--- config.mk ---
export PLATFORM = sky130hd
export DESIGN_NAME = frame_source_arbiter
export DESIGN_NICKNAME = d
export VERILOG_FILES = /design/src/rtl/frame_pkg.sv /design/src/rtl/rr_arbiter.sv /design/src/rtl/frame_source_arbiter.sv
export SDC_FILE = /design/constraint.sdc
export NUM_CORES = 1
export LEC_CHECK = 0
export CAP_MARGIN = 20
export CORE_MARGIN = 5
export CORE_UTILIZATION = 26
export CTS_CLUSTER_DIAMETER = 150
export CTS_CLUSTER_SIZE = 14
export DETAILED_ROUTE_END_ITERATION = 6
export DONT_BUFFER_PORTS = 1
export HOLD_SLACK_MARGIN = 0.03
export PLACE_DENSITY_LB_ADDON = 0.25
export SETUP_SLACK_MARGIN = 0.4
export SLEW_MARGIN = 10
export SYNTH_ARGS = -nofsm -noshare
export SYNTH_HDL_FRONTEND = slang
export SYNTH_SLANG_ARGS = --single-unit
--- constraint.sdc ---
create_clock -name clk -period 2.8 [get_ports clk]
set_input_delay 0.28 -clock clk [delete_from_list [all_inputs] [get_ports clk]]
set_output_delay 0.28 -clock clk [all_outputs]
set_load 0.01 [all_outputs]
--- src/rtl/frame_pkg.sv ---
// Shared types and constants for the frame write-port arbitration slice.
//   FRAME_W     : frame width in bits
//   frame_t     : one frame
//   IDLE_FRAME  : filler frame pattern used by the frame buffer
//   arb_state_t : arbiter run state
//   idx_width() : index width for an N-entry vector (at least 1 bit)
package frame_pkg;

  localparam int unsigned FRAME_W = 64;

  typedef logic [FRAME_W-1:0] frame_t;

  localparam frame_t IDLE_FRAME = 64'h1E00000000000000;

  typedef enum logic {
    S_OFF = 1'b0,
    S_RUN = 1'b1
  } arb_state_t;

  function automatic int unsigned idx_width(input int unsigned n);
    return (n <= 1) ? 1 : $clog2(n);
  endfunction

endpackage

--- src/rtl/rr_arbiter.sv ---
// Combinational round-robin picker over NUM_SRV requesters.
//   req : request vector
//   ptr : index with highest priority this cycle
//   gnt : one-hot grant (zero when no request)
//   idx : index of the granted requester (0 when no request)
module rr_arbiter
  import frame_pkg::*;
#(
  parameter int unsigned NUM_SRV = 3,
  parameter int unsigned PTR_W   = 2
) (
  input  logic [NUM_SRV-1:0] req,
  input  logic [PTR_W-1:0]   ptr,
  output logic [NUM_SRV-1:0] gnt,
  output logic [PTR_W-1:0]   idx
);

  int unsigned j;
  logic        found;

  // Scan NUM_SRV positions starting at ptr, wrapping; first request wins.
  always_comb begin
    gnt   = '0;
    idx   = '0;
    found = 1'b0;
    j     = 0;
    for (int unsigned i = 0; i < NUM_SRV; i++) begin
      j = (32'(ptr) + i) % NUM_SRV;
      if (!found && req[j]) begin
        found  = 1'b1;
        gnt[j] = 1'b1;
        idx    = PTR_W'(j);
      end
    end
  end

endmodule

--- src/rtl/frame_source_arbiter.sv ---
// Shares the frame buffer write port between one hit-data source and
// NUM_SRV service sources, with a programmable service-insertion cadence.
//   clk, reset_n              : write-side clock, async active-low reset
//   enable                    : arbitration enable (low = no new grants)
//   srv_interval              : hit frames between forced service slots (0 = service first)
//   hit_frame/valid/ready     : hit-data source handshake
//   srv_frame/valid/ready     : service sources handshake (ready one-hot or zero)
//   hit_fifo_full/srv_fifo_full : buffer back-pressure per class
//   frame_dout/_valid/_service  : registered write to the buffer (1-cycle latency)
//   hit/srv_frame_count, stall_count : wrapping status counters
module frame_source_arbiter
  import frame_pkg::*;
#(
  parameter int unsigned NUM_SRV = 3,
  parameter int unsigned CNT_W   = 32
) (
  input  logic               clk,
  input  logic               reset_n,
  input  logic               enable,
  input  logic [7:0]         srv_interval,
  input  frame_t             hit_frame,
  input  logic               hit_valid,
  output logic               hit_ready,
  input  frame_t             srv_frame [NUM_SRV],
  input  logic [NUM_SRV-1:0] srv_valid,
  output logic [NUM_SRV-1:0] srv_ready,
  input  logic               hit_fifo_full,
  input  logic               srv_fifo_full,
  output frame_t             frame_dout,
  output logic               frame_dout_valid,
  output logic               frame_dout_service,
  output logic [CNT_W-1:0]   hit_frame_count,
  output logic [CNT_W-1:0]   srv_frame_count,
  output logic [CNT_W-1:0]   stall_count
);

  localparam int unsigned PTR_W = idx_width(NUM_SRV);

  arb_state_t         state;
  logic [PTR_W-1:0]   rr_ptr;
  logic [PTR_W-1:0]   rr_next;
  logic [7:0]         hits_since_srv;

  logic [NUM_SRV-1:0] rr_gnt;
  logic [PTR_W-1:0]   srv_idx;

  logic               srv_any;
  logic               srv_req;
  logic               hit_req;
  logic               srv_due;
  logic               run;
  logic               grant_srv;
  logic               grant_hit;
  logic               stall;

  rr_arbiter #(
    .NUM_SRV (NUM_SRV),
    .PTR_W   (PTR_W)
  ) u_rr (
    .req (srv_valid),
    .ptr (rr_ptr),
    .gnt (rr_gnt),
    .idx (srv_idx)
  );

  // Readies gate on reset_n and enable directly so nothing is accepted while
  // in reset or in the cycle enable falls, ahead of the state register.
  always_comb begin
    srv_any   = |srv_valid;
    srv_req   = srv_any && !srv_fifo_full;
    hit_req   = hit_valid && !hit_fifo_full;
    srv_due   = (srv_interval == 8'd0) || (hits_since_srv >= srv_interval);
    run       = reset_n && enable && (state == S_RUN);
    grant_srv = run && srv_req && (srv_due || !hit_req);
    grant_hit = run && hit_req && !grant_srv;
    hit_ready = grant_hit;
    srv_ready = grant_srv ? rr_gnt : '0;
    stall     = (state == S_RUN) && !grant_srv && !grant_hit &&
                ((hit_valid && hit_fifo_full) || (srv_any && srv_fifo_full));
    if (32'(srv_idx) == NUM_SRV - 1)
      rr_next = '0;
    else
      rr_next = srv_idx + PTR_W'(1);
  end

  always_ff @(posedge clk or negedge reset_n) begin
    if (!reset_n) begin
      state              <= S_OFF;
      rr_ptr             <= '0;
      hits_since_srv     <= '0;
      frame_dout         <= '0;
      frame_dout_valid   <= 1'b0;
      frame_dout_service <= 1'b0;
      hit_frame_count    <= '0;
      srv_frame_count    <= '0;
      stall_count        <= '0;
    end else begin
      state            <= enable ? S_RUN : S_OFF;
      frame_dout_valid <= grant_srv || grant_hit;

      if (grant_srv) begin
        frame_dout         <= srv_frame[srv_idx];
        frame_dout_service <= 1'b1;
        rr_ptr             <= rr_next;
        hits_since_srv     <= '0;
        srv_frame_count    <= srv_frame_count + 1'b1;
      end else if (grant_hit) begin
        frame_dout         <= hit_frame;
        frame_dout_service <= 1'b0;
        if (hits_since_srv != 8'hFF)
          hits_since_srv <= hits_since_srv + 8'd1;
        hit_frame_count <= hit_frame_count + 1'b1;
      end

      if (stall)
        stall_count <= stall_count + 1'b1;
    end
  end

endmodule

==> metrics.md <==
| Metric | Value |
|---|---|
| Fin. Hold Viols | 173 |
| Leading cell types by count after synthesis | nand2_1, dfrtp_1, a31oi_1 |
| EDFF count, synth | 0 |
| Slew @ Worst Pin | 0.765 ns |
| Setup Viol. Count Final | 0 |
| Syn Area/Cell | 9.48 um^2 |
| First-pass GRT wire length | 53.0 mm |
| Final Slew Violations | 0 |
| Count leader, synth | nand2_1 |
| Relative slew slack | 49.0% |
| IO buf count | 0 |
| Largest area contributor in the netlist | dfrtp_1 |
| Finished Cell Area | 12900 um^2 |
| Area contributors post-synth | dfrtp_1, nand2_1, a22o_1, a211oi_1, xnor2_1 |
| Critical path, cell by cell | ha_1, or3b_4, o2111ai_4, a311oi_4, buf_4, nor3_4, buf_6 |
| Leak pwr | 0.00553 uW |
| GRT Total Usage | 17.5% |
| Clock buffer depth | 2 |
| Syn_nets | 1260 |
| Final period util | 90.4% |
| Final core occ | 36.7% |
| Total CTS buffers | 17 |
| Sink Count | 173 |
| F_max | 0.395 GHz |
| Vias in the first global route | 8388 |
| Drt via density | 5.32 |
| Final setup TNS | 0 ns |
| Number of DRC markers in iteration 0 | 410 |
| Starting density of the core | 26.1% |
| Failing checks | hold timing |
| Simple-Gate Fraction of Synth Area | 18.5% |
| Final min period | 2.53 ns |
| Routed via count | 8478 |
| Synthesized area | 9210 um^2 |
| Crit path kind | reg -> out |
| Die Y | 198 um |
| Remaining antenna violation count | 0 |
| Max stage delay on crit path | 0.42 ns |
| Drt first pass iters | 5 |
| Post-Route WL | 38.1 mm |
| Asr flop ratio synth | 100% |
| GR Overflow Total | 0 |
| Register bit count reported by yosys | 173 |
| CP max stage cell | or3b_4 |
| Worst-Skew Late Latency | 0.45 ns |
| CTS tree | built |
| Layout cells sized above 1 | 19.8% |
| Core area | 35200 um^2 |
| Register area | 4330 um^2 |
| Clk pin slew, worst setup/hold paths | 0.07 ns |
| Post-synthesis mux area share | 0.353% |
| Pwr dens | 655 nW/um^2 |
| Area post-placement | 9900 um^2 |
| Cells after synthesis | 971 |
| Max-Cap Viols | 0 |
| Area added between synthesis and finish | 40.5% |
| Req. time, crit path | 2.52 ns |
| Initial antenna violation count | 10 |
| Post-synth cell types | 52 |
| Largest net degree at the start of global routing | 176 |
| Wire length per cell | 23.9 um |
| Io pins | 439 |
| Post-synthesis sequential area ratio | 47.0% |
| CP bufs+invs | 2 |
| Pwr Total | 8470 uW |
| FP Rows | 69 |
| Crit path capture type | output pin |
| Main combinational cell family by area after synthesis | compound AO/OA/AOI/OAI gates |
| CTS Root Cell | clkbuf_16 |
| Worst vdd ir | 0.361 mV |
| Synthesis warning total | 0 |
| Dpl hpwl | 25.5 mm |
| Area of the multi-input gates | 5280 um^2 |
| Outcome | complete, but fails checks |
| Die W | 198 um |
| Top-area cell type share of the netlist area | 47.0% |
| Post-Synth XOR/XNOR Area | 9.51% |
| Hold WC Path Type | in -> async |
| Placer Congestion | 0.836 |
| Crit path DAT | 2.25 ns |
| DIE AREA | 39300 um^2 |
| Number of H-tree levels | 4 |
| Worst hold slack | -0.469 ns |
| Clock Skews | 0.0162 ns |
| Fill count | 3496 |
| Remaining DRCs | 0 |
| RSZ-0062 raised after global routing | true |
| Nets | 1399 |
| Main flop type after synthesis | dfrtp_1 |
| Setup crit start kind | flip-flop |
| Compound-Gate Fraction of Synth Area | 18.7% |
| Maximum net fanout on the critical path | 4 |
| Top Family by Delay on Critical Path | simple AND/OR/NAND/NOR gates |
| Post-Synth Adder-Cell Area | 2.17% |
-- through the flow --
step,std cells,worst slack (ns)
floorplan,971,0.421
global placement,1399,0.236
detailed placement,1399,0.199
CTS,1563,0.236
global route,1591,0.165
finish,1593,0.269
-- sequential cells by signal, indices dropped and copies added (netlist names) --
register,flops
frame_dout,64
state,1
frame_dout_service,1
srv_frame_count,32
hits_since_srv,8
rr_ptr,2
stall_count,32
hit_frame_count,32
frame_dout_valid,1
-- power breakdown --
| part | switching [uW] | total (uW) | internal, uW |
|---|---|---|---|
| sequential | 654 | 3560 | 2910 |
| clock | 1140 | 2510 | 1370 |
| combinational | 1280 | 2400 | 1120 |
| total | 3080 | 8470 | 5400 |
-- timing repair --
item	4_1_cts	5_1_grt
endpoints found under the setup margin	120	137
resized for setup	41	121
hold buffers	116	3
endpoints found under the hold margin	238	176
setup buffers	12	7
pin swaps	14	17
cloned	4	11
-- worst reg2reg max path, cell delays in order (launching register included) --
cell and delay, ns:
dfrtp_1 0.39, ha_1 0.23, or3b_4 0.42, o2111ai_4 0.09
a311oi_4 0.18, buf_6 0.17, or4_4 0.45, buf_8 0.17
nor4_4 0.15, xor2_1 0.16
-- layout make-up --
class                           instances  area share (%)
Antenna cell                            9           0.174
Clock buffer                           18            3.40
Clock inverter                         14            1.27
Inverter                               22           0.639
Multi-Input combinational cell        711            40.8
Sequential cell                       173            33.5
Tap cell                              461            4.46
Timing Repair Buffer                  185            15.8
-- worst paths after layout --
| kind | startpoint | to | slack (ns) | cells after the start |
|---|---|---|---|---|
| max reg2reg | hits_since_srv[1]$_DFFE_PN0P_ | stall_count[27]$_DFFE_PN0P_ | 0.30 | 9 |
| max | hits_since_srv[1]$_DFFE_PN0P_ | hit_ready | 0.27 | 7 |
| max in group asynchronous | reset_n | srv_frame_count[25]$_DFFE_PN0N_ | 2.71 | 0 |
| min in group clk | srv_frame[31] | frame_dout[31]$_DFFE_PN0P_ | 0.06 | 2 |
| min | reset_n | hit_frame_count[14]$_DFFE_PN0P_ | -0.47 | 0 |
| min reg2reg | stall_count[31]$_DFFE_PN0P_ | stall_count[31]$_DFFE_PN0P_ | 0.53 | 1 |
-- layout by cell type (no fill, tap or decap), drive strengths merged, types with 3 or more instances in the layout --
cell type,netlist,layout
and4,11,11
nand2,185,185
a31oi,66,66
or4,3,3
nand2b,5,5
nand4,29,29
nor3,26,26
clkbuf,54,25
xnor2,55,55
a211oi,65,65
nor4,9,9
a22o,64,64
a21oi,7,7
dlygate4sd3,0,119
and3,15,15
diode,0,9
o21ai,9,9
nand3,33,33
buf,11,59
dfrtp,173,173
ha,16,16
xor2,45,45
inv,22,31
nor2,37,37
-- cell families after synthesis --
group           after synthesis
mux                           3
fa+ha+maj                    16
flops                       173
simple gates                362
buf+inv                      87
compound gates              230
xor+xnor                    100
-- per-layer routing --
layer	share of wire [%]	vias to the layer above	GRT usage (%)
met2	48	394	27.7
met4	3.0	4	6.68
met3	11	58	7.81
li1	-	3818	-
met5	0.055	-	0
met1	38	4204	21.0
Note: power is estimated with default switching activity, not from simulation.
==> edit: new RTL, same settings <==
`FRAME_W`: 64 -> 72.
--- a/src/rtl/frame_pkg.sv
+++ b/src/rtl/frame_pkg.sv
@@ -8,3 +8,3 @@
 
-  localparam int unsigned FRAME_W = 64;
+  localparam int unsigned FRAME_W = 72;
 
Ports: changed (resized frame_dout, hit_frame and srv_frame); port bits go from 439 to 479. The function was not compared with the original's and may differ.
==> edit against the original RTL <==
The run still ends with hold timing left; sequential share of layout area shrank 3.2 points; wire length grew 24%; synthesized area grew 15%; setup slack gained 0.022 ns; combinational power grew 72%; design area grew 16%; count of clock-buffer cells in the layout grew 5; clock skew shrank 0.0079 ns; power grew 28%; global-route usage grew 2.2 points; critical endpoint is now srv_ready[0]; largest power group unchanged; sequential cell count grew 8; non-clock buffer count grew 84.
==> edit: results (changes against the original RTL) <==
| Metric | Value |
|---|---|
| Count of plain and timing-repair buffers | `269 (was 185)` |
| Vias in the first global route | `9999 (was 8388)` |
| WHS | `-0.4776 ns (was -0.4691 ns)` |
| Share of post-route cells with drive strength above 1 | `17.34% (was 19.77%)` |
| Num tapcells | `525 (was 461)` |
| Syn_nets | `1332 (was 1260)` |
| Post-synth top cells | `181 x dfrtp_1, 145 x mux2i_1, 72 x a21boi_0, 72 x a221oi_1, 62 x clkbuf_1 (was 185 x nand2_1, 173 x dfrtp_1, 66 x a31oi_1, 65 x a211oi_1, 64 x a22o_1)` |
| Mean Syn Cell Area | `10.43 um^2 (was 9.480 um^2)` |
| All-Layer GR Usage | `19.67% (was 17.51%)` |
| Pre-CTS setup slack | `0.1866 ns (was 0.1992 ns)` |
| Post-Route Skew | `0.008256 ns (was 0.01620 ns)` |
| Pleak | `0.006946 uW (was 0.005534 uW)` |
| Drt pass-1 iters | `4 (was 5)` |
| Multi-input gate count | `728 (was 711)` |
| Diodes inserted | `23 (was 9)` |
| R2R Setup Slk | `0.35 ns (was 0.30 ns)` |
| Fill cell count | `3860 (was 3496)` |
| Xor/xnor share of the synthesized area | `8.223% (was 9.515%)` |
| Violated checks | `hold timing (unchanged)` |
| Mux share of post-synthesis cell area | `13.98% (was 0.3534%)` |
| Post-detail-place hpwl | `33150 um (was 25480 um)` |
| Outcome | `finished, violations left (unchanged)` |
| Final hold vios | `181 (was 173)` |
| Storage cell area | `4531 um^2 (was 4329 um^2)` |
| Synth top area cells | `dfrtp_1 43%, mux2i_1 14%, a221oi_1 6.0% (was dfrtp_1 47%, nand2_1 7.5%, a22o_1 6.1%)` |
edit: worst paths after layout:
check,cells past startpoint,startpoint,endpoint
min in group clk,2,srv_frame[151],frame_dout[7]$_DFFE_PN0P_
min,0,reset_n,srv_frame_count[26]$_DFFE_PN0N_
max in group asynchronous,0,reset_n,frame_dout[52]$_DFFE_PN0P_
max reg2reg,8,rr_ptr[1]$_DFFE_PN0N_,frame_dout[4]$_DFFE_PN0P_
min reg2reg,1,srv_frame_count[31]$_DFFE_PN0N_,srv_frame_count[31]$_DFFE_PN0N_
max,8,rr_ptr[1]$_DFFE_PN0N_,srv_ready[0]
edit: layer usage:
layer / GRT usage [%] / part of all wire (%)
met1: 21.57 / 36
met2: 34.30 / 51
met3: 6.817 / 8.5
met4: 9.040 / 4.7
met5: 0 / 0.044
edit: repair_timing:
item / in CTS / in global routing
hold buffers: 177 / 5
gates resized for setup: 62 / 55
setup endpoints to repair: 88 / 108
buffers inserted: 22 / 11
pin swaps: 17 / 14
gates cloned: 2 / 4
endpoints found under the hold margin: 251 / 185
